==> config.mk <==
export PLATFORM = sky130hd
export DESIGN_NAME = axil_wr_arbiter
export DESIGN_NICKNAME = d
export VERILOG_FILES = /design/src/rtl/axil_arb_pkg.sv /design/src/rtl/rr_arbiter.sv /design/src/rtl/axil_wr_arbiter.sv
export SDC_FILE = /design/constraint.sdc
export NUM_CORES = 1
export LEC_CHECK = 0
export BUFFER_PORTS_ARGS = -buffer_cell sky130_fd_sc_hd__buf_2
export CAP_MARGIN = 0
export CORE_MARGIN = 1
export CORE_UTILIZATION = 35
export CTS_CLUSTER_SIZE = 25
export DETAILED_ROUTE_END_ITERATION = 16
export GPL_TIMING_DRIVEN = 0
export PLACE_DENSITY = 0.66
export SYNTH_ARGS = -nofsm -noshare
export SYNTH_HDL_FRONTEND = slang
export SYNTH_HIERARCHICAL = 1
export SYNTH_SLANG_ARGS = --single-unit
==> constraint.sdc <==
create_clock -name m_axi_aclk -period 4.4 [get_ports m_axi_aclk]
set_input_delay 0.88 -clock m_axi_aclk [delete_from_list [all_inputs] [get_ports m_axi_aclk]]
set_output_delay 0.88 -clock m_axi_aclk [all_outputs]
set_load 0.05 [all_outputs]
==> src/rtl/axil_arb_pkg.sv <==
// ---------------------------------------------------------------------------
// axil_arb_pkg
//   Shared types and constants for the AXI-Lite write arbiter:
//     arb_state_e  - arbiter FSM states (IDLE / WAIT / GAP)
//     RESP_*       - AXI write response codes used by the arbiter
//     DEF_*_W      - default address / data widths
//     idx_w()      - index width for a vector of n entries (never below 1)
// ---------------------------------------------------------------------------
package axil_arb_pkg;

  typedef enum logic [1:0] {
    ST_IDLE = 2'd0,
    ST_WAIT = 2'd1,
    ST_GAP  = 2'd2
  } arb_state_e;

  localparam logic [1:0] RESP_OKAY   = 2'b00;
  localparam logic [1:0] RESP_SLVERR = 2'b10;

  localparam int DEF_ADDR_W = 32;
  localparam int DEF_DATA_W = 32;

  // Width needed to hold an index 0..n-1; a one-entry vector still gets a
  // one-bit index so no port collapses to zero width.
  function automatic int idx_w(input int n);
    return (n > 1) ? $clog2(n) : 1;
  endfunction

endpackage : axil_arb_pkg

==> src/rtl/rr_arbiter.sv <==
// ---------------------------------------------------------------------------
// rr_arbiter
//   Purely combinational round-robin selector. Searches the request vector
//   starting at rr_ptr and wrapping modulo N; the first set bit wins. The
//   pointer itself is owned by the caller.
//
//   Ports:
//     req        in  N    request vector
//     rr_ptr     in  IW   index searched first
//     grant_idx  out IW   winning index (rr_ptr when nothing is requesting)
//     any_req    out 1    at least one request bit is set
// ---------------------------------------------------------------------------
module rr_arbiter
  import axil_arb_pkg::*;
#(
  parameter  int N  = 2,
  localparam int IW = idx_w(N)
) (
  input  logic [N-1:0]  req,
  input  logic [IW-1:0] rr_ptr,
  output logic [IW-1:0] grant_idx,
  output logic          any_req
);

  logic          found;
  logic [IW-1:0] cand_idx;

  // NOTE: every variable written in an always_comb gets a default at the top
  // of the block; a path that leaves one unassigned would infer a latch.
  always_comb begin
    grant_idx = rr_ptr;
    any_req   = |req;
    found     = 1'b0;
    cand_idx  = '0;
    for (int i = 0; i < N; i++) begin
      cand_idx = IW'((int'(rr_ptr) + i) % N);
      if (!found && req[cand_idx]) begin
        found     = 1'b1;
        grant_idx = cand_idx;
      end
    end
  end

endmodule : rr_arbiter

==> src/rtl/axil_wr_arbiter.sv <==
// ---------------------------------------------------------------------------
// axil_wr_arbiter
//   Shares one AXI-Lite write master between N_REQ requesters. Grants are
//   round-robin with a single write outstanding. o_wr is held until the
//   master's write response rises (or a WAIT-state timeout expires), after
//   which o_wr is forced low for at least GAP_CYCLES cycles and until the
//   master has dropped i_bvalid.
//
//   Ports:
//     m_axi_aclk     in   1               clock
//     m_axi_aresetn  in   1               synchronous active-low reset
//     req_valid      in   N_REQ           per-requester write request
//     req_addr       in   N_REQ*ADDR_W    requester k at [k*ADDR_W +: ADDR_W]
//     req_data       in   N_REQ*DATA_W    requester k at [k*DATA_W +: DATA_W]
//     req_strb       in   N_REQ*STRB_W    requester k at [k*STRB_W +: STRB_W]
//     req_ack        out  N_REQ           pulse: request captured
//     req_done       out  N_REQ           pulse: write completed or abandoned
//     req_resp       out  2               BRESP (or SLVERR on timeout) with req_done
//     o_wr           out  1               master write command
//     o_addrin       out  ADDR_W          master write address
//     o_din          out  DATA_W          master write data
//     o_strb         out  STRB_W          master byte strobes
//     i_bvalid       in   1               master write-response valid
//     i_bresp        in   2               master write response
//     o_busy         out  1               FSM outside IDLE
//     o_timeout      out  1               pulse: write abandoned
// ---------------------------------------------------------------------------
module axil_wr_arbiter
  import axil_arb_pkg::*;
#(
  parameter int N_REQ      = 2,
  parameter int ADDR_W     = DEF_ADDR_W,
  parameter int DATA_W     = DEF_DATA_W,
  parameter int TIMEOUT    = 256,
  parameter int GAP_CYCLES = 1
) (
  input  logic                        m_axi_aclk,
  input  logic                        m_axi_aresetn,

  input  logic [N_REQ-1:0]            req_valid,
  input  logic [N_REQ*ADDR_W-1:0]     req_addr,
  input  logic [N_REQ*DATA_W-1:0]     req_data,
  input  logic [N_REQ*(DATA_W/8)-1:0] req_strb,
  output logic [N_REQ-1:0]            req_ack,
  output logic [N_REQ-1:0]            req_done,
  output logic [1:0]                  req_resp,

  output logic                        o_wr,
  output logic [ADDR_W-1:0]           o_addrin,
  output logic [DATA_W-1:0]           o_din,
  output logic [DATA_W/8-1:0]         o_strb,
  input  logic                        i_bvalid,
  input  logic [1:0]                  i_bresp,

  output logic                        o_busy,
  output logic                        o_timeout
);

  localparam int STRB_W = DATA_W / 8;
  localparam int IW     = idx_w(N_REQ);
  localparam int TW     = idx_w(TIMEOUT);
  localparam int GW     = idx_w(GAP_CYCLES);

  localparam logic [TW-1:0] TO_LAST  = TW'(TIMEOUT - 1);
  localparam logic [GW-1:0] GAP_LAST = GW'(GAP_CYCLES - 1);
  localparam logic [IW-1:0] PTR_LAST = IW'(N_REQ - 1);

  // -------------------------------------------------------------------------
  // State
  // -------------------------------------------------------------------------
  arb_state_e          state_q,   state_d;
  logic [IW-1:0]       rr_ptr_q,  rr_ptr_d;
  logic [IW-1:0]       grant_q,   grant_d;
  logic [ADDR_W-1:0]   addr_q,    addr_d;
  logic [DATA_W-1:0]   data_q,    data_d;
  logic [STRB_W-1:0]   strb_q,    strb_d;
  logic                wr_q,      wr_d;
  logic [N_REQ-1:0]    ack_q,     ack_d;
  logic [N_REQ-1:0]    done_q,    done_d;
  logic [1:0]          resp_q,    resp_d;
  logic                timeout_q, timeout_d;
  logic [TW-1:0]       to_cnt_q,  to_cnt_d;
  logic [GW-1:0]       gap_cnt_q, gap_cnt_d;
  logic                bvalid_q,  bvalid_d;

  logic [IW-1:0]       arb_idx;
  logic                arb_any;
  logic                b_rise;

  rr_arbiter #(
    .N (N_REQ)
  ) u_rr (
    .req       (req_valid),
    .rr_ptr    (rr_ptr_q),
    .grant_idx (arb_idx),
    .any_req   (arb_any)
  );

  // Only a fresh rising edge of bvalid counts as the response for the write
  // in flight; a level left over from a previous write is ignored.
  assign b_rise = i_bvalid & ~bvalid_q;

  // -------------------------------------------------------------------------
  // Next-state / output logic
  // -------------------------------------------------------------------------
  always_comb begin
    state_d   = state_q;
    rr_ptr_d  = rr_ptr_q;
    grant_d   = grant_q;
    addr_d    = addr_q;
    data_d    = data_q;
    strb_d    = strb_q;
    wr_d      = wr_q;
    ack_d     = '0;
    done_d    = '0;
    resp_d    = RESP_OKAY;
    timeout_d = 1'b0;
    to_cnt_d  = to_cnt_q;
    gap_cnt_d = gap_cnt_q;
    bvalid_d  = i_bvalid;

    unique case (state_q)
      ST_IDLE: begin
        if (arb_any) begin
          grant_d        = arb_idx;
          addr_d         = req_addr[int'(arb_idx)*ADDR_W +: ADDR_W];
          data_d         = req_data[int'(arb_idx)*DATA_W +: DATA_W];
          strb_d         = req_strb[int'(arb_idx)*STRB_W +: STRB_W];
          rr_ptr_d       = (arb_idx == PTR_LAST) ? '0 : arb_idx + IW'(1);
          ack_d[arb_idx] = 1'b1;
          wr_d           = 1'b1;
          to_cnt_d       = '0;
          state_d        = ST_WAIT;
        end
      end

      ST_WAIT: begin
        // A response arriving on the final timeout cycle still wins.
        if (b_rise) begin
          wr_d            = 1'b0;
          done_d[grant_q] = 1'b1;
          resp_d          = i_bresp;
          gap_cnt_d       = '0;
          state_d         = ST_GAP;
        end else if (to_cnt_q == TO_LAST) begin
          wr_d            = 1'b0;
          done_d[grant_q] = 1'b1;
          resp_d          = RESP_SLVERR;
          timeout_d       = 1'b1;
          gap_cnt_d       = '0;
          state_d         = ST_GAP;
        end else begin
          to_cnt_d = to_cnt_q + TW'(1);
        end
      end

      ST_GAP: begin
        // gap_cnt_q counts completed GAP cycles minus one and saturates, so
        // a master that keeps bvalid high parks the FSM here indefinitely.
        if (gap_cnt_q >= GAP_LAST && !i_bvalid) begin
          state_d = ST_IDLE;
        end else if (gap_cnt_q < GAP_LAST) begin
          gap_cnt_d = gap_cnt_q + GW'(1);
        end
      end

      default: begin
        state_d = ST_IDLE;
        wr_d    = 1'b0;
      end
    endcase
  end

  // -------------------------------------------------------------------------
  // Registers
  // -------------------------------------------------------------------------
  // NOTE: sequential state is updated with non-blocking assignments so every
  // flop samples the pre-edge value of the others, independent of the order
  // in which the statements are written.
  always_ff @(posedge m_axi_aclk) begin
    if (!m_axi_aresetn) begin
      // NOTE: the payload registers are reset too, even though they only
      // matter while o_wr is high, because they drive module outputs that
      // must read zero out of reset.
      state_q   <= ST_IDLE;
      rr_ptr_q  <= '0;
      grant_q   <= '0;
      addr_q    <= '0;
      data_q    <= '0;
      strb_q    <= '0;
      wr_q      <= 1'b0;
      ack_q     <= '0;
      done_q    <= '0;
      resp_q    <= RESP_OKAY;
      timeout_q <= 1'b0;
      to_cnt_q  <= '0;
      gap_cnt_q <= '0;
      bvalid_q  <= 1'b0;
    end else begin
      state_q   <= state_d;
      rr_ptr_q  <= rr_ptr_d;
      grant_q   <= grant_d;
      addr_q    <= addr_d;
      data_q    <= data_d;
      strb_q    <= strb_d;
      wr_q      <= wr_d;
      ack_q     <= ack_d;
      done_q    <= done_d;
      resp_q    <= resp_d;
      timeout_q <= timeout_d;
      to_cnt_q  <= to_cnt_d;
      gap_cnt_q <= gap_cnt_d;
      bvalid_q  <= bvalid_d;
    end
  end

  // -------------------------------------------------------------------------
  // Outputs
  // -------------------------------------------------------------------------
  assign o_wr      = wr_q;
  assign o_addrin  = addr_q;
  assign o_din     = data_q;
  assign o_strb    = strb_q;
  assign req_ack   = ack_q;
  assign req_done  = done_q;
  assign req_resp  = resp_q;
  assign o_timeout = timeout_q;
  assign o_busy    = (state_q != ST_IDLE);

endmodule : axil_wr_arbiter

; Word level (Yosys, flattened, before mapping)
; Cells that the tools add are included.
[word_totals]
regBits = 90
inputBits = 143
word_cells = 95
[classes]
add_sub_neg = 4
magnitude_cmp = 8
eq_ne = 10
shifts = 3
mux = 32
n_bitwise = 5
n_reduce_logical = 19
[ops]
columns = operator, n
row1 = 64-bit by 7-bit variable part select with 32-bit output, 2
row2 = 8-bit 2-to-1 mux, 3
row3 = 2-bit 2-to-1 mux, 8
row4 = 8-bit one-hot mux with 2 select lines, 1
row5 = 1-bit 2-to-1 mux, 15
row6 = 2-bit inequality test (second input constant), 6
row7 = 3-bit AND reduction, 3
row8 = 8-bit by 1-bit adder with 8-bit output (second input constant), 1
row9 = 8-bit equality test (second input constant), 1
row10 = 1-bit by 2-bit less-than comparator with 1-bit output (second input constant), 4
row11 = 4-bit AND reduction, 2
row12 = 8-bit by 4-bit variable part select with 4-bit output, 1
row13 = 2-bit one-hot mux with 3 select lines, 1
row14 = 2-bit nonzero test, 3
row15 = 1-bit logical AND, 4
row16 = 1-bit inverter, 4
row17 = 2-bit AND reduction, 2
row18 = 1-bit adder (second input constant), 3
row19 = 1-bit >= comparator (second input constant), 3
row20 = 3-bit inequality test (second input constant), 1
row21 = 1-bit one-hot mux with 3 select lines, 1
row22 = 3-bit OR reduction, 1
row23 = 1-bit demux with 1-bit select, 2
row24 = 2-bit by 1-bit equality test with 1-bit output (second input constant), 1
row25 = 7 further kinds, 8

; Depth between registers and ports, before layout
; Gate-level depths: netlist (run 1).
[depth]
depth_word = 10
ltp_mapped = 7
mapped_depth_nobuf = 5

; Hierarchy
; The synthesis (run 1) kept the hierarchy.
[modules_own_cells]
columns = module, n_inst, cells_each, area_each_um2, seq_area_each_um2
row1 = axil_wr_arbiter, 1, 397, 4030.1, 1781.7
row2 = rr_arbiter, 1, 4, 18.8, 0.0

; Worst setup path after synthesis (run 1)
; No wires, ideal clock.
[synth_timing]
kind = input to register
from = input port req_valid[1]
to = register addr_q[10], in the netlist o_addrin[10]
setup_time_ns = 0.146
arrival_time_ns = 1.754
required_time_ns = 4.254
path_slack_ns = 2.500
path_stages = 6
cell_sequence = nor2_1 -> o21ai_1 -> buf_2 -> buf_2 -> mux2i_1 -> a211oi_2
[synth_between]
elab_chain_len = 7
[synth_rtl]
columns = element, line
row1 = from (decl), axil_wr_arbiter.sv:40  ; input logic [N_REQ-1:0] req_valid,
row2 = 1-bit 2-to-1 mux (implied by the code) (2 in a row), rr_arbiter.sv:37  ; if (!found && req[cand_idx]) begin
row3 = 1-bit 2-to-1 mux, rr_arbiter.sv:37
row4 = 1-bit zero test, rr_arbiter.sv:37
row5 = 1-bit logical AND (*), rr_arbiter.sv:37
row6 = 1-bit 2-to-1 mux (*), rr_arbiter.sv:37
row7 = named net arb_idx, axil_wr_arbiter.sv:86  ; logic [IW-1:0] arb_idx;
row8 = 64-bit by 7-bit variable part select with 32-bit output (*), axil_wr_arbiter.sv:126  ; addr_d = req_addr[int'(arb_idx)*ADDR_W +: ADDR_W];
row9 = to (signal assigned), axil_wr_arbiter.sv:203  ; addr_q <= addr_d;
row10 = to (decl), axil_wr_arbiter.sv:74  ; logic [ADDR_W-1:0] addr_q, addr_d;
; The timed path passes the listed nets; every way through them passes the cells marked *. The select of a mux whose other input is x is not followed.
; A chain may end at the register's enable or synchronous reset.

; Final worst setup path (run 1)
[layout_timing]
from = input port req_valid[1]
to = register strb_q[1], in the netlist o_strb[1]
[layout_between]
elab_chain_len = 7
[layout_rtl]
columns = element, line
row1 = 1-bit 2-to-1 mux (implied by the code) (2 in a row), rr_arbiter.sv:37
row2 = 1-bit 2-to-1 mux, rr_arbiter.sv:37
row3 = 1-bit zero test, rr_arbiter.sv:37
row4 = 1-bit logical AND (*), rr_arbiter.sv:37
row5 = 1-bit 2-to-1 mux (*), rr_arbiter.sv:37
row6 = named net arb_idx, axil_wr_arbiter.sv:86
row7 = 8-bit by 4-bit variable part select with 4-bit output (*), axil_wr_arbiter.sv:128  ; strb_d = req_strb[int'(arb_idx)*STRB_W +: STRB_W];
row8 = to (signal assigned), axil_wr_arbiter.sv:205  ; strb_q <= strb_d;
row9 = to (decl), axil_wr_arbiter.sv:76  ; logic [STRB_W-1:0] strb_q, strb_d;
; Marked as above.

==> results of run 1 <==
==> logic make-up (layout without fill, tap and decap cells) <==
group                    Yosys count  after routing  synth area share, %
flip-flops                        89             89                44.00
adder cells (fa/ha/maj)            1              1               0.3090
buffers and inverters             38            272                5.346
AND/OR/NAND/NOR                  115            115                13.20
multiplexers                      69             69                17.06
AO/OA/AOI/OAI                     89             89                20.09
==> cell usage in the layout (no fill, tap or decap), types with 2 or more instances in the layout <==
cell type   netlist  routed
and3_1            2       2
nand4_1           4       4
nor2_1           72      72
buf_2            17     236
buf_4             4       4
and2_1            5       5
clkinvlp_4        0       2
o21ai_0           2       2
clkbuf_16         0       9
mux2i_1          69      69
a21oi_1           5       5
clkbuf_1          7       8
a211oi_2         29      29
dfxtp_1          89      89
a32o_1            2       2
a211oi_1         41      41
inv_1             4       4
nor3_1            4       4
nand2_1          10      10
a21o_1            2       2
buf_6             5       5
nand3_1           3       3
or2_1             2       2
o21ai_1           2       2
==> registers in the layout, summed over array words and instances (netlist names), 2 cells and up <==
register	flops
o_din	32
req_ack	2
req_resp	2
state_q	2
req_done	2
o_strb	4
o_addrin	32
to_cnt_q	8
==> per-stage QoR <==
stage | utilization, % | area [um2] | worst slack, ns
after floorplan | - | 4049 | 2.500
after global placement | 48.23 | 5320 | 1.939
after detailed placement | 48.23 | 5320 | 1.918
after CTS | 50.92 | 5617 | 2.265
after global routing | 50.92 | 5617 | 2.195
final | 50.92 | 5617 | 2.304
==> cells in the mapped netlist, types with 2 or more instances <==
library cell | number | area, um2
a211oi_1 | 41 | 307.8
a211oi_2 | 29 | 362.9
a21o_1 | 2 | 15.01
a21oi_1 | 5 | 25.02
a32o_1 | 2 | 20.02
and2_1 | 5 | 31.28
and3_1 | 2 | 12.51
buf_2 | 17 | 85.08
buf_4 | 4 | 30.03
buf_6 | 5 | 56.30
clkbuf_1 | 7 | 26.28
dfxtp_1 | 89 | 1782
inv_1 | 4 | 15.01
mux2i_1 | 69 | 690.7
nand2_1 | 10 | 37.54
nand3_1 | 3 | 15.01
nand4_1 | 4 | 25.02
nor2_1 | 72 | 270.3
nor3_1 | 4 | 20.02
o21ai_0 | 2 | 10.01
o21ai_1 | 2 | 10.01
or2_1 | 2 | 12.51
==> final timing paths <==
path	endpoint	slack (ns)	depth (start not counted)
max	o_strb[1]	2.30	7
min	req_done[0]	0.48	1
max reg2reg	o_strb[1]	2.58	6
min reg2reg	req_done[0]	0.48	1
==> power breakdown <==
group	total [W]	internal [W]	switching [W]	leakage (nW)
Sequential	0.000960	0.000909	0.0000519	0.737
Combinational	0.000947	0.000290	0.000657	1.83
Clock	0.000765	0.000454	0.000312	0.138
==> worst max-delay path, cell delays in order <==
cell	delay [ns]
buf_2	0.09
nor2_1	0.04
o21ai_1	0.10
buf_2	0.31
buf_2	0.45
mux2i_1	0.30
a211oi_1	0.10
==> metal layers <==
layer	track usage [%]	vias up	wire [um]
li1	-	1912	-
met4	5.238	0	115
met3	4.446	14	640
met5	0	-	0
met2	35.00	118	5929
met1	22.57	1806	4954
==> layout make-up <==
cell class                      instances  area (um2)
Buffer                                 34       201.4
Clock buffer                           11       242.7
Clock inverter                          4       53.80
Fill cell                            1031        5414
Inverter                                4       15.01
Multi-Input combinational cell        274        2051
Sequential cell                        89        1782
Tap cell                              140       175.2
Timing Repair Buffer                  219        1096
==> flow_summary.yaml, run 1 <==
status:
  status: "completed"
global_routing:
  antenna_found_initial: 0
  grt_pass1_wl_um: 17840
  grt_use_total_pct: 19.27
  grt_overflow_total: 0
  grt_max_degree: 15
  first_global_vias: 3698
yosys:
  synth_nets: 545
  ys_seq_area_share_pct: 44.00
  synthFlopType: "dfxtp_1"
  synth_edf_count: 0
  synth_seq_cells: 89
  netlist_area_um2: 4049
  syn-instance-count: 401
  synth_area_per_cell_um2: 10.10
  yosysWarnings: 6
  yosysUniqueCellTypes: 43
  async_flop_share_pct: 0
power_and_ir_drop:
  p_leak_nw: 2.708
  max-vdd-ir-drop_mv: 0.1993
  p_per_area_nw_per_um2: 475.9
  total_power_w: 0.002673
sta:
  hold_viol: 0
  fin_hold_ws_ns: 0.4758
  fin_skew_ns: 0.006957
  clock.fmax_ghz: 0.4771
  post-route-period-util_pct: 47.64
  finalSetupViolations: 0
  slew_violations: 0
  maxSlewHeadroom_pct: 52.21
  rsz0062_at_grt: "false"
  min_period_ns: 2.096
  tightestPinTransition_ns: 0.7168
  setup_tns_ns: 0
detailed_routing:
  ant_nets: 0
  vias_per_cell: 4.968
  drt_iter0_markers: 117
  drtPass1Iterations: 4
  drc: 0
  num_vias: 3850
  routedWlPerCell_um: 15.02
  wl_um: 11640
clock_tree:
  clk_pin_slew_ns: 0.06
  holdBufCountCts: 0
  ctsRootBufferMaster: "clkbuf_16"
  cts_max_path_buffers: 2
  postCtsSetupRepairBufs: 0
  cts_tree: "built"
  clk_latency_ns: 0.33
  cts.sinks: 89
  cts_buffers: 9
  cts_resized: 0
  cts.htree.levels: 3
final_layout:
  final_cells: 775
  antennaDiodeCount: 0
  layout.nets: 775
  area_growth_syn_to_layout_pct: 38.72
  layout-drive-gt1-share_pct: 46.46
placement:
  io_buffers: 219
  place_hpwl_um: 8985
  place_inst: 760
  place_congestion: 0.7688
floorplanning:
  die_y_um: 109.6
  io_pins: 220
  core_area_um2: 11030
  chipWidth_um: 109.6
  start_util_pct: 36.71
  std_cell_rows: 38
  die-area_um2: 12000
critical_path:
  startpoint_type: "primary input"
  setup.worst_path.start: "req_valid[1]"
  reg2reg_from: "rr_ptr_q"
  worstPathRequired_ns: 4.59
  critPathMaxFanout: 10
  critical_path_arrival_ns: 2.28
  crit_path_end_kind: "register"
  crit_type: "primary input to register"
min_path:
  hold_class: "register to register"
  hold_start: "grant_q"
job:
  maxCapViolations: 0
(Power assumes the default switching activity.)
==> inputs of run 2 (changes only) <==
- ABC_AREA: not set -> 1
- PLACE_DENSITY: 0.66 -> 0.68
- clock period: 4.4 -> 2 ns (I/O delays scaled with it)
==> flow_summary.yaml, run 2 <==
status:
  status: "completed"
power_and_ir_drop:
  p_per_area_nw_per_um2: 1043
  max-vdd-ir-drop_mv: 0.3989
  p_leak_nw: 2.470
critical_path:
  startpoint_type: "register"
  critPathBufInv: 2
  crit_type: "register to register"
  crit_path_end_kind: "register"
  ff2ff_path_depth: 7
  worstPathRequired_ns: 2.27
  cp_top_family: "compound AO/OA/AOI/OAI gates"
  critPathMaxFanout: 10
  crit_top_cell: "nand2_1"
  critPathSlowestCell: "dfxtp_1"
  crit_chain: "nand2_1 -> a21oi_2 -> inv_2 -> nor2_4 -> buf_2 -> nand2_1 -> a31oi_1"
  critical_path_arrival_ns: 2.09
  reg2reg_from: "rr_ptr_q"
  max_stage_delay_ns: 0.38
  setup.worst_path.start: "rr_ptr_q"
  crit_cells: 7
yosys:
  ys_seq_area_share_pct: 48.93
  synth_area_per_cell_um2: 7.253
  synth.most_common_cell: "nand2_1"
  synth_top_area_cell: "dfxtp_1"
  synth_seq_cells: 89
  synthTopCellsByCount: "231 x nand2_1, 89 x dfxtp_1, 61 x a31oi_1"
  synth_nets: 646
  synth_top_area_share_pct: 48.93
  netlist_area_um2: 3641
  yosysUniqueCellTypes: 24
  async_flop_share_pct: 0
  synth_edf_count: 0
  syn-instance-count: 502
  yosysWarnings: 6
  netlist_top_cells_area: "dfxtp_1 49%, nand2_1 24%, a31oi_1 10%"
  synthFlopType: "dfxtp_1"
min_path:
  hold_class: "primary input to register"
  whs_path_depth: 3
  hold_start: "req_addr[8]"
final_layout:
  final_common_cell: "buf_2"
  layout-drive-gt1-share_pct: 35.87
  final_cells: 869
  nFillCells: 991
  area_growth_syn_to_layout_pct: 40.31
  layout.nets: 875
  design_area_um2: 5109
  antennaDiodeCount: 0
  layout_common_cells: "236 x buf_2, 231 x nand2_1, 89 x dfxtp_1"
placement:
  place_area_um2: 4898
  io_buffers: 218
  place_congestion: 0.8156
  place_inst: 853
  post-place-ws_ns: -0.05360
  place_hpwl_um: 8610
global_routing:
  first_global_vias: 3986
  grt_pass1_wl_um: 18350
  antenna_found_initial: 0
  grt_overflow_total: 0
  grt_max_degree: 15
  grt_use_total_pct: 20.73
sta:
  setup_slack_ns: 0.1835
  finalSetupViolations: 0
  post-route-period-util_pct: 90.82
  rsz0062_at_grt: "false"
  fin_skew_ns: 0.008497
  setup_tns_ns: 0
  clock.fmax_ghz: 0.5505
  slew_violations: 0
  min_period_ns: 1.816
  tightestPinTransition_ns: 0.5646
  maxSlewHeadroom_pct: 62.36
  hold_viol: 0
clock_tree:
  cts_buffers: 9
  clk_pin_slew_ns: 0.09
  cts_max_path_buffers: 2
  postCtsSetupRepairBufs: 0
  cts.htree.levels: 3
  cts_tree: "built"
  ctsRootBufferMaster: "clkbuf_8"
  cts.sinks: 89
  clk_latency_ns: 0.34
detailed_routing:
  drt_iter0_markers: 173
  num_vias: 4202
  routedWlPerCell_um: 13.09
  ant_nets: 0
  vias_per_cell: 4.835
  drtPass1Iterations: 4
  drc: 0
  wl_um: 11370
floorplanning:
  die-area_um2: 10820
  chipWidth_um: 104.0
  std_cell_rows: 36
  io_pins: 220
  start_util_pct: 36.74
  die_y_um: 104.0
  core_area_um2: 9910
job:
  maxCapViolations: 0
[run 2: logic make-up (layout without fill, tap and decap cells)]
| family | count (synthesis) | in the layout | share of synthesized area [%] |
|---|---|---|---|
| compound gates | 78 | 78 | 12.96 |
| simple gates | 286 | 286 | 31.99 |
| fa+ha+maj | 1 | 1 | 0.3436 |
| flops | 89 | 89 | 48.93 |
| buf+inv | 48 | 282 | 5.773 |
[run 2: worst register-to-register path, stage by stage, from the launching register on]
cell	delay, ns
dfxtp_1	0.38
nand2_1	0.08
a21oi_2	0.30
inv_2	0.11
nor2_4	0.28
buf_2	0.30
nand2_1	0.10
a31oi_1	0.19
[run 2: metrics by stage]
step / hold slack (ns) / util, % / total power [W]
after CTS: 0.2344 / 51.52 / 0.005368
after floorplan: 0.3925 / - / 0.003518
after global routing: 0.2410 / 51.55 / 0.005607
after detailed placement: 0.4079 / 49.43 / 0.004090
final: 0.2476 / 51.55 / 0.005330
after global placement: 0.3998 / 49.43 / 0.004056
[run 2: area by class of cell]
class / count / area, um2 / share of cell area, %
sequential: 89 / 1782 / 34.88
timing repair buffer: 218 / 1091 / 21.36
buffer: 29 / 138.9 / 2.719
clock inverter: 4 / 51.30 / 1.004
tap: 133 / 166.4 / 3.257
inverter: 19 / 71.32 / 1.396
clock buffer: 12 / 155.1 / 3.037
multi-input combinational: 365 / 1653 / 32.35
[run 2: final timing paths]
| kind | slack [ns] | to |
|---|---|---|
| setup / recovery | 0.18 | o_addrin[17] |
| hold / removal | 0.25 | o_addrin[8] |
| setup reg to reg | 0.18 | o_addrin[17] |
| hold reg to reg | 0.42 | req_done[0] |
[run 2: repair_timing]
action | 4_1_cts | 5_1_grt
endpoints found under the setup margin | 0 | 14
hold buffers | 0 | 0
gates resized for setup | 0 | 1
[run 2: metal layers]
metal  GRT usage [%]  vias up  part of all wire [%]  wire length [um]
li1                -     2097                     -                 -
met1           24.35     1902                    43              4851
met2           36.81      183                    48              5483
met3           5.201       20                   7.4               840
met4           6.531        0                   1.7               196
met5               0        -                     0                 0
[run 2: power breakdown]
| group | total [W] | leakage [nW] | internal [W] | switching (W) |
|---|---|---|---|---|
| clock network | 0.00128 | 0.103 | 0.000648 | 0.000631 |
| registers | 0.00212 | 0.731 | 0.00200 | 0.000122 |
| logic | 0.00193 | 1.64 | 0.000494 | 0.00143 |
| total | 0.00533 | 2.47 | 0.00314 | 0.00219 |
==> inputs of run 3 (changes only) <==
--- a/config.mk
+++ b/config.mk
@@ -11,3 +11,3 @@
 export CORE_MARGIN = 1
-export CORE_UTILIZATION = 35
+export CORE_UTILIZATION = 43
 export CTS_CLUSTER_SIZE = 25
@@ -15,3 +15,3 @@
 export GPL_TIMING_DRIVEN = 0
-export PLACE_DENSITY = 0.68
+export PLACE_DENSITY = 0.81
 export SYNTH_ARGS = -nofsm -noshare
--- a/constraint.sdc
+++ b/constraint.sdc
@@ -3,2 +3,2 @@
 set_output_delay 0.4 -clock m_axi_aclk [all_outputs]
-set_load 0.05 [all_outputs]
+set_load 0.005 [all_outputs]
==> flow_summary.yaml, run 3 (synthesized netlist as in run 2, its figures left out) <==
detailed_routing:
  highest_layer: "met4"
  wl_um: 11270
  met2_wirelength_um: 5491
  drt_iter0_markers: 139
  drtPass1Iterations: 4
  vias_per_cell: 4.993
  ant_nets: 0
  dr_wl_met3_um: 773
  routedWlPerCell_um: 13.42
  drc: 0
  num_vias: 4194
  drt-met1-wl_um: 4794
floorplanning:
  die-area_um2: 8840
  start_util_pct: 44.31
  core_area_um2: 8217
  chipWidth_um: 94.02
  die_y_um: 94.02
  io_pins: 220
  std_cell_rows: 33
sta:
  rsz0062_at_grt: "false"
  maxSlewHeadroom_pct: 64.05
  finalSetupViolations: 0
  setup_tns_ns: 0
  min_period_ns: 1.784
  hold_viol: 0
  clock.fmax_ghz: 0.5605
  tightestPinTransition_ns: 0.5392
  post-route-period-util_pct: 89.20
  fin_skew_ns: 0.01380
  slew_violations: 0
clock_tree:
  cts.sinks: 89
  clk_pin_slew_ns: 0.09
  cts_tree: "built"
  clk_latency_ns: 0.36
  cts_max_path_buffers: 2
  cts.htree.levels: 3
  cts_buffers: 9
  postCtsSetupRepairBufs: 0
  holdBufCountCts: 0
  ctsRootBufferMaster: "clkbuf_8"
  cts_resized: 0
final_layout:
  area_growth_syn_to_layout_pct: 38.83
  nFillCells: 761
  multi_input_area_um2: 1653
  layout.nets: 875
  utilization_pct: 61.52
  layout_common_cells: "236 x buf_2, 231 x nand2_1, 89 x dfxtp_1"
  layout-drive-gt1-share_pct: 35.51
  seqCellArea_um2: 1782
  final_common_cell: "buf_2"
  antennaDiodeCount: 0
  design_area_um2: 5055
critical_path:
  critPathMaxFanout: 10
  startpoint_type: "register"
  reg2reg_from: "rr_ptr_q"
  worstPathRequired_ns: 2.26
  ff2ff_path_depth: 7
  rr_endpoint: "o_din[7]"
  reg2reg_setup_slack_ns: 0.22
  critical_path_arrival_ns: 2.04
  crit_type: "register to register"
  crit_path_end_kind: "register"
global_routing:
  grt_use_total_pct: 24.97
  grt_pass1_wl_um: 17360
  first_global_vias: 3866
  grt_max_degree: 14
  antenna_found_initial: 0
  grt_overflow_total: 0
power_and_ir_drop:
  total_power_w: 0.004549
  combPwrFrac_pct: 26.4
  p_per_area_nw_per_um2: 900.0
  p_int_w: 0.003100
  seqPwrFrac_pct: 46.7
  switching_share_pct: 31.87
  netSwitchingPower_w: 0.001450
  p_leak_nw: 2.461
  clkPwrFrac_pct: 26.9
  max-vdd-ir-drop_mv: 0.4210
min_path:
  whs_path_depth: 3
  hold_class: "primary input to register"
  whs_endpoint: "o_din[26]"
  hold_start: "req_data[26]"
placement:
  io_buffers: 218
  place_hpwl_um: 8545
  place_congestion: 0.7964
  place_area_um2: 4863
job:
  maxCapViolations: 0
status:
  status: "completed"
==> run 3: power by group through the flow <==
stage          Clock [W]  Sequential (W)  Combinational, W
2_1_floorplan          0         0.00217          0.000630
5_1_grt          0.00131         0.00215           0.00135
3_5_place_dp           0         0.00216           0.00120
4_1_cts          0.00123         0.00212           0.00120
6_report         0.00122         0.00212           0.00120
3_3_place_gp           0         0.00215           0.00117
==> run 3: per-stage QoR <==
step           hold WS (ns)  worst slack, ns  cells
2_1_floorplan        0.3925           0.4208    502
3_3_place_gp         0.4052         -0.01997    825
3_5_place_dp         0.4068         -0.07067    825
4_1_cts              0.2411          0.06276    840
5_1_grt              0.2400           0.1139    840
6_report             0.2415           0.2159    840
==> run 3: how the worst max path moves through the flow <==
| stage | startpoint | endpoint | slack [ns] | cells past startpoint |
|---|---|---|---|---|
| 6_report | rr_ptr_q | o_din[7] | 0.22 | 7 |
| 5_1_grt | rr_ptr_q | o_addrin[23] | 0.11 | 7 |
| 4_1_cts | rr_ptr_q | o_addrin[12] | 0.06 | 7 |
| 3_5_place_dp | req_valid[1] | o_addrin[12] | -0.07 | 8 |
| 3_3_place_gp | req_valid[1] | o_addrin[3] | -0.02 | 8 |
| 2_1_floorplan | req_valid[1] | o_addrin[23] | 0.42 | 7 |
==> run 3: final cells by class <==
class	instances	area share, %
plain buffers	29	2.748
clock buffers	13	2.946
clock inverters	2	0.7673
inverters	19	1.411
multi-input cells	365	32.70
flip-flops and latches	89	35.25
well taps	105	2.599
repair buffers	218	21.58
==> run 3: worst max-delay path, cell delays in order, from the launching register on <==
cell     delay, ns
dfxtp_1       0.36
nand2_1       0.08
a21oi_2       0.34
inv_2         0.12
nor2_4        0.27
buf_2         0.28
nand2_1       0.08
a31oi_1       0.16
==> run 3: metal layers <==
metal / global-route usage [%] / up-vias
li1: - / 2095
met1: 29.87 / 1905
met2: 43.00 / 172
met3: 6.553 / 22
met4: 8.590 / 0
met5: 0 / -
